**config.mk**
```make
export PLATFORM = sky130hd
export DESIGN_NAME = abort_monitor_flat
export DESIGN_NICKNAME = d
export VERILOG_FILES = /design/src/rtl/abort_monitor_if.sv /design/src/rtl/abort_monitor.sv /design/src/flat_wrapper.sv
export SDC_FILE = /design/constraint.sdc
export NUM_CORES = 1
export LEC_CHECK = 0
export CORE_MARGIN = 2
export CORE_UTILIZATION = 42
export CTS_CLUSTER_DIAMETER = 100
export CTS_CLUSTER_SIZE = 25
export DETAILED_ROUTE_END_ITERATION = 10
export HOLD_SLACK_MARGIN = 0.06
export PLACE_DENSITY = 0.74
export SKIP_LAST_GASP = 1
export SLEW_MARGIN = 10
export SYNTH_ARGS = -nofsm -noshare
export SYNTH_HDL_FRONTEND = slang
export SYNTH_SLANG_ARGS = --single-unit
```
**constraint.sdc**
```tcl
create_clock -name clock -period 1.5 [get_ports clock]
set_clock_uncertainty 0.05 [all_clocks]
set_input_delay 0.3 -clock clock [delete_from_list [all_inputs] [get_ports clock]]
set_output_delay 0.3 -clock clock [all_outputs]
set_load 0.02 [all_outputs]
```
**src/rtl/abort_monitor_if.sv**
```systemverilog
// Handshake bundle between the abort monitor and the bench/worker side.
// The monitor takes the slave view; whoever drives start and the worker uses master.
interface abort_monitor_if #(
    parameter int CNT_W = 8
);
    logic             start_i;
    logic             worker_tick_i;
    logic [CNT_W-1:0] worker_count_i;
    logic             abort_o;
    logic             busy_o;
    logic             done_o;
    logic             pass_o;
    logic             fail_o;
    logic [CNT_W-1:0] snap_count_o;

    modport master (
        output start_i, worker_tick_i, worker_count_i,
        input  abort_o, busy_o, done_o, pass_o, fail_o, snap_count_o
    );

    modport slave (
        input  start_i, worker_tick_i, worker_count_i,
        output abort_o, busy_o, done_o, pass_o, fail_o, snap_count_o
    );
endinterface

```
**src/rtl/abort_monitor.sv**
```systemverilog
// Aborts a periodic worker after a fixed delay, snapshots its event count and
// checks that it stays frozen for a guard window before reporting pass/fail.
//
// state   | meaning
// --------+-----------------------------------------------------------
// S_IDLE  | waiting for start
// S_RUN   | counting clocks up to the abort point
// S_ABORT | abort held high; snapshot taken on the exit edge
// S_GUARD | worker must not tick or change count
// S_DONE  | result presented, abort still held; start restarts
module abort_monitor #(
    parameter int CNT_W        = 8,
    parameter int ABORT_AFTER  = 5,
    parameter int GUARD_CYCLES = 4,
    parameter int EXPECT_COUNT = 2
) (
    input  logic           clock,
    input  logic           reset_n,
    abort_monitor_if.slave bus
);
    localparam int MAX_CYC = (ABORT_AFTER > GUARD_CYCLES) ? ABORT_AFTER : GUARD_CYCLES;
    localparam int CYC_W   = $clog2(MAX_CYC + 1);

    localparam logic [CYC_W-1:0] ABORT_TC   = CYC_W'(ABORT_AFTER);
    localparam logic [CYC_W-1:0] GUARD_TC   = CYC_W'(GUARD_CYCLES);
    localparam logic [CNT_W-1:0] EXPECT_VAL = CNT_W'(EXPECT_COUNT);

    typedef enum logic [2:0] {
        S_IDLE,
        S_RUN,
        S_ABORT,
        S_GUARD,
        S_DONE
    } state_t;

    state_t           state_q, state_d;
    logic [CYC_W-1:0] cnt_q, cnt_d;
    logic             viol_q, viol_d;
    logic [CNT_W-1:0] snap_q, snap_d;
    logic [CYC_W-1:0] cnt_inc;

    logic abort_c, busy_c, done_c, pass_c, fail_c;

    always_ff @(posedge clock or negedge reset_n) begin
        if (!reset_n) begin
            state_q <= S_IDLE;
            cnt_q   <= '0;
            viol_q  <= 1'b0;
            snap_q  <= '0;
        end else begin
            state_q <= state_d;
            cnt_q   <= cnt_d;
            viol_q  <= viol_d;
            snap_q  <= snap_d;
        end
    end

    assign cnt_inc = cnt_q + CYC_W'(1);

    always_comb begin
        state_d = state_q;
        cnt_d   = cnt_q;
        viol_d  = viol_q;
        snap_d  = snap_q;
        case (state_q)
            S_IDLE, S_DONE: begin
                if (bus.start_i) begin
                    state_d = S_RUN;
                    cnt_d   = '0;
                    viol_d  = 1'b0;
                end
            end
            S_RUN: begin
                cnt_d = cnt_inc;
                if (cnt_inc == ABORT_TC) state_d = S_ABORT;
            end
            S_ABORT: begin
                // A tick on this edge means the worker ignored an abort it already saw.
                snap_d  = bus.worker_count_i;
                if (bus.worker_tick_i) viol_d = 1'b1;
                cnt_d   = '0;
                state_d = S_GUARD;
            end
            S_GUARD: begin
                cnt_d = cnt_inc;
                if (bus.worker_tick_i || (bus.worker_count_i != snap_q)) viol_d = 1'b1;
                if (cnt_inc == GUARD_TC) state_d = S_DONE;
            end
            default: state_d = S_IDLE;
        endcase
    end

    // Outputs decode registered state only, so no input reaches an output combinationally.
    always_comb begin
        abort_c = (state_q == S_ABORT) || (state_q == S_GUARD) || (state_q == S_DONE);
        busy_c  = (state_q == S_RUN) || (state_q == S_ABORT) || (state_q == S_GUARD);
        done_c  = (state_q == S_DONE);
        pass_c  = done_c && !viol_q && (snap_q == EXPECT_VAL);
        fail_c  = done_c && !pass_c;
    end

    assign bus.abort_o      = abort_c;
    assign bus.busy_o       = busy_c;
    assign bus.done_o       = done_c;
    assign bus.pass_o       = pass_c;
    assign bus.fail_o       = fail_c;
    assign bus.snap_count_o = snap_q;
endmodule

```
**src/flat_wrapper.sv**
```systemverilog
// flat-port wrapper written by rule: the top's interface ports become plain ports
module abort_monitor_flat 
#(
    parameter int CNT_W        = 8,
    parameter int ABORT_AFTER  = 5,
    parameter int GUARD_CYCLES = 4,
    parameter int EXPECT_COUNT = 2
)
  (clock, reset_n, bus_start_i, bus_worker_tick_i, bus_worker_count_i, bus_abort_o, bus_busy_o, bus_done_o, bus_pass_o, bus_fail_o, bus_snap_count_o);
  abort_monitor_if #(.CNT_W(CNT_W)) bus_i ();
  input  logic clock;
  input  logic reset_n;
  input wire logic [$bits(bus_i.start_i)-1:0] bus_start_i;
  input wire logic [$bits(bus_i.worker_tick_i)-1:0] bus_worker_tick_i;
  input wire logic [$bits(bus_i.worker_count_i)-1:0] bus_worker_count_i;
  output wire logic [$bits(bus_i.abort_o)-1:0] bus_abort_o;
  output wire logic [$bits(bus_i.busy_o)-1:0] bus_busy_o;
  output wire logic [$bits(bus_i.done_o)-1:0] bus_done_o;
  output wire logic [$bits(bus_i.pass_o)-1:0] bus_pass_o;
  output wire logic [$bits(bus_i.fail_o)-1:0] bus_fail_o;
  output wire logic [$bits(bus_i.snap_count_o)-1:0] bus_snap_count_o;
  assign bus_i.start_i = bus_start_i;
  assign bus_i.worker_tick_i = bus_worker_tick_i;
  assign bus_i.worker_count_i = bus_worker_count_i;
  assign bus_abort_o = bus_i.abort_o;
  assign bus_busy_o = bus_i.busy_o;
  assign bus_done_o = bus_i.done_o;
  assign bus_pass_o = bus_i.pass_o;
  assign bus_fail_o = bus_i.fail_o;
  assign bus_snap_count_o = bus_i.snap_count_o;
  abort_monitor #(.CNT_W(CNT_W), .ABORT_AFTER(ABORT_AFTER), .GUARD_CYCLES(GUARD_CYCLES), .EXPECT_COUNT(EXPECT_COUNT)) u_core (.clock(clock), .reset_n(reset_n), .bus(bus_i));
endmodule
```
==> flow_metrics.py <==
metrics = {
    "run_status": {
        "outcome": "finished with violations",
        "violations": "negative setup slack",
    },
    "placed_design": {
        "port-buffer-count": 24,
        "gp_congestion": 0.808,
        "dp.final_hpwl_mm": 1.55,
        "pre_cts_ws_ns": -0.367,
        "place_area_um2": 1280,
    },
    "critical_path": {
        "timing.critical_path.cells": "nor4_2 -> nand3_1 -> nor2b_1 -> buf_2",
        "criticalPathCategory": "reg2out",
        "worst_setup_path_end_kind": "primary output",
        "worst-endpoint-required_ns": 1.15,
        "critical-path-max-stage-delay_ns": 0.40,
        "critical_path.reg2reg.endpoint": "u_core.bus.snap_count_o[5]$_DFFE_PN0N_",
        "cpLargestDelayFamily": "simple AND/OR/NAND/NOR gates",
        "cp_data_arrival_time_ns": 1.38,
        "start_kind": "register",
        "register_to_register_setup_slack_ns": -0.04,
        "slowest_stage": "sky130_fd_sc_hd__dfrtp_1",
        "critPathMaxFanout": 2,
        "ff2ff_path_depth": 5,
        "path_buf_inv": 1,
        "worst_r2r_startpoint": "u_core.state_q[2]$_DFFE_PN0P_",
    },
    "cts": {
        "h-tree-depth": 1,
        "clock-sinks": 15,
        "worst_skew_pair.late_latency_ns": 0.30,
        "tritoncts": "yes",
        "cts_buffers": 3,
        "clockRootBuffer": "sky130_fd_sc_hd__clkbuf_4",
        "maximum_root_to_sink_buffer_count": 2,
        "clk_pin_slew_worst_paths_ns": 0.10,
    },
    "yosys": {
        "synth_area_um2": 885,
        "synth_nets": 96,
        "syn-instance-count": 81,
        "synth.ff_latch_count": 15,
        "ys_warn_count": 0,
        "netlist-cell-type-count": 28,
        "synthesis.area_per_instance_um2": 10.9,
        "synth_async_sr_flop_share": 1.00,
        "synth_enable_flop_cells": 0,
        "synth_seq_area_share": 0.424,
        "dominantRegCellSynth": "sky130_fd_sc_hd__dfrtp_1",
    },
    "global_routing": {
        "grt_remaining_overflow": 0,
        "wire_length_of_the_first_global_routing_pass_mm": 3.68,
        "first_global_vias": 826,
        "grt_util_all_layers": 0.195,
        "grt_start_max_net_pins": 16,
        "grt_antenna_before_repair": 0,
    },
    "sta": {
        "crit_path_time_final_ns": 1.73,
        "finalSetupTns_ns": -0.729,
        "whs_ns": 0.264,
        "worst_pin_slew_ns": 0.298,
        "fin_crit_sh": 1.15,
        "setup_repair_after_global_routing_missed_its_margin": "yes",
        "setup_viol": 12,
        "final_critical_path_setup_slack_ns": -0.229,
        "finalHoldViolCount": 0,
        "fmax_mhz": 578,
        "drv_slew": 0,
        "slew_headroom": 0.800,
    },
    "routing": {
        "residual_drc_count": 0,
        "number_of_iterations_in_the_first_detailed_routing_pass": 4,
        "routed_wl_mm": 2.21,
        "via_count": 754,
        "detail_route.iter0.violations": 6,
        "detail_route.vias_per_cell": 4.90,
        "wl_per_cell_um": 14.4,
        "remaining_number_of_nets_flagged_by_the_antenna_check_after_routing": 0,
    },
    "layout": {
        "final_design_area_no_fill_um2": 1400,
        "final_layout_size_suffix_gt1_frac": 0.449,
        "diodes": 0,
        "layout.filler_cells": 140,
        "seqCellArea_um2": 375,
        "finalNetCount": 143,
        "multi_input_area_um2": 547,
        "area.growth.synth_to_final_pct": 58.3,
    },
    "die": {
        "die_width_um": 49.9,
        "i_o_pins": 25,
        "die-height_um": 49.9,
        "floorplan.rows": 16,
        "die-area_um2": 2490,
        "core_area_um2": 1980,
        "initial_core_util": 0.446,
    },
    "pwr": {
        "max-vdd-ir-drop_v": 0.00116,
        "powerDensity_nw_per_um2": 2110,
        "p_leak_nw": 0.638,
    },
    "flow_run": {
        "max_cap_viol_count": 0,
    },
    "min_path": {
        "min_path_type": "in2async",
    },
}
==> routing by layer <==
| layer | vias up | track usage | wire (um) |
|---|---|---|---|
| li1 | 370 | - | - |
| met1 | 371 | 0.226 | 984 |
| met2 | 11 | 0.329 | 1130 |
| met3 | 2 | 0.0636 | 77 |
| met4 | 0 | 0.0833 | 15 |
| met5 | - | 0 | 0 |
==> cell usage after synthesis (2+ instances only) <==
| library cell | n | area (um2) |
|---|---|---|
| sky130_fd_sc_hd__mux2_2 | 8 | 90.1 |
| sky130_fd_sc_hd__nor2_1 | 8 | 30.0 |
| sky130_fd_sc_hd__nor2b_1 | 3 | 18.8 |
| sky130_fd_sc_hd__ha_1 | 3 | 37.5 |
| sky130_fd_sc_hd__nand2_1 | 5 | 18.8 |
| sky130_fd_sc_hd__buf_6 | 2 | 22.5 |
| sky130_fd_sc_hd__xor2_1 | 3 | 26.3 |
| sky130_fd_sc_hd__a22o_1 | 3 | 26.3 |
| sky130_fd_sc_hd__inv_1 | 5 | 18.8 |
| sky130_fd_sc_hd__nor4_1 | 2 | 12.5 |
| sky130_fd_sc_hd__xnor2_1 | 6 | 52.6 |
| sky130_fd_sc_hd__dfrtp_1 | 15 | 375 |
| sky130_fd_sc_hd__o22ai_1 | 3 | 18.8 |
==> cell usage in the layout (no fill, tap or decap), types with 2 or more instances in the layout <==
| cell type | instances |
|---|---|
| sky130_fd_sc_hd__mux2_4 | 9 |
| sky130_fd_sc_hd__nor2b_2 | 2 |
| sky130_fd_sc_hd__nand2_1 | 3 |
| sky130_fd_sc_hd__o22ai_1 | 3 |
| sky130_fd_sc_hd__buf_6 | 7 |
| sky130_fd_sc_hd__clkdlybuf4s15_1 | 6 |
| sky130_fd_sc_hd__xor2_1 | 3 |
| sky130_fd_sc_hd__xnor2_1 | 6 |
| sky130_fd_sc_hd__nor2_2 | 2 |
| sky130_fd_sc_hd__clkbuf_4 | 3 |
| sky130_fd_sc_hd__inv_1 | 5 |
| sky130_fd_sc_hd__nor2b_1 | 2 |
| sky130_fd_sc_hd__buf_4 | 18 |
| sky130_fd_sc_hd__nor4_2 | 2 |
| sky130_fd_sc_hd__a22o_1 | 3 |
| sky130_fd_sc_hd__nand2_2 | 2 |
| sky130_fd_sc_hd__clkdlybuf4s50_1 | 11 |
| sky130_fd_sc_hd__clkbuf_2 | 2 |
| sky130_fd_sc_hd__nor2_1 | 5 |
| sky130_fd_sc_hd__dfrtp_1 | 15 |
==> final cells by class <==
type / instances / area share
tap: 27 / 0.0241
timing repair buffer: 45 / 0.285
sequential: 15 / 0.268
inverter: 5 / 0.0134
clock buffer: 4 / 0.0188
multi-input combinational: 58 / 0.391
==> registers in the layout (all words and copies together), names as in the netlist <==
register	cells
u_core.cnt_q	3
u_core.bus.snap_count_o	8
u_core.state_q	3
u_core.viol_q	1
==> how the worst max path moves through the flow <==
stage                                                      start                             to  cells past startpoint
after floorplan                      u_core.cnt_q[0]$_DFFE_PN0P_  u_core.state_q[0]$_DFFE_PN0P_                      6
after global placement    u_core.bus.snap_count_o[3]$_DFFE_PN0N_                     bus_pass_o                      4
after detailed placement  u_core.bus.snap_count_o[3]$_DFFE_PN0N_                     bus_pass_o                      4
after CTS                 u_core.bus.snap_count_o[3]$_DFFE_PN0N_                     bus_fail_o                      4
after global routing      u_core.bus.snap_count_o[3]$_DFFE_PN0N_                     bus_fail_o                      4
final                     u_core.bus.snap_count_o[3]$_DFFE_PN0N_                     bus_fail_o                      4
==> repair_timing <==
action / in CTS / in global routing
endpoints found under the setup margin: 14 / 24
gates resized for setup: 38 / 30
pin swaps: 3 / 7
setup buffers: 3 / 2
hold buffers: 0 / 0
==> logic make-up after synthesis <==
kind of cell / after synthesis / share of synthesized area
flops: 15 / 0.424
compound gates: 11 / 0.0919
simple gates: 26 / 0.178
buf+inv: 8 / 0.0552
mux: 9 / 0.119
xor+xnor: 9 / 0.0891
fa+ha+maj: 3 / 0.0424
==> power breakdown <==
group	leakage (nW)	switching, mW	internal (mW)
Sequential	0.181	0.125	0.599
Combinational	0.442	0.908	1.08
Clock	0.0150	0.136	0.104
Total	0.638	1.17	1.78
==> per-stage QoR <==
step	total power [mW]	utilization	instances
2_1_floorplan	1.74	-	81
3_3_place_gp	2.46	0.644	148
3_5_place_dp	2.51	0.644	148
4_1_cts	2.75	0.670	155
5_1_grt	3.15	0.706	154
6_report	2.95	0.706	154
Note: power is estimated with default switching activity, not from simulation.
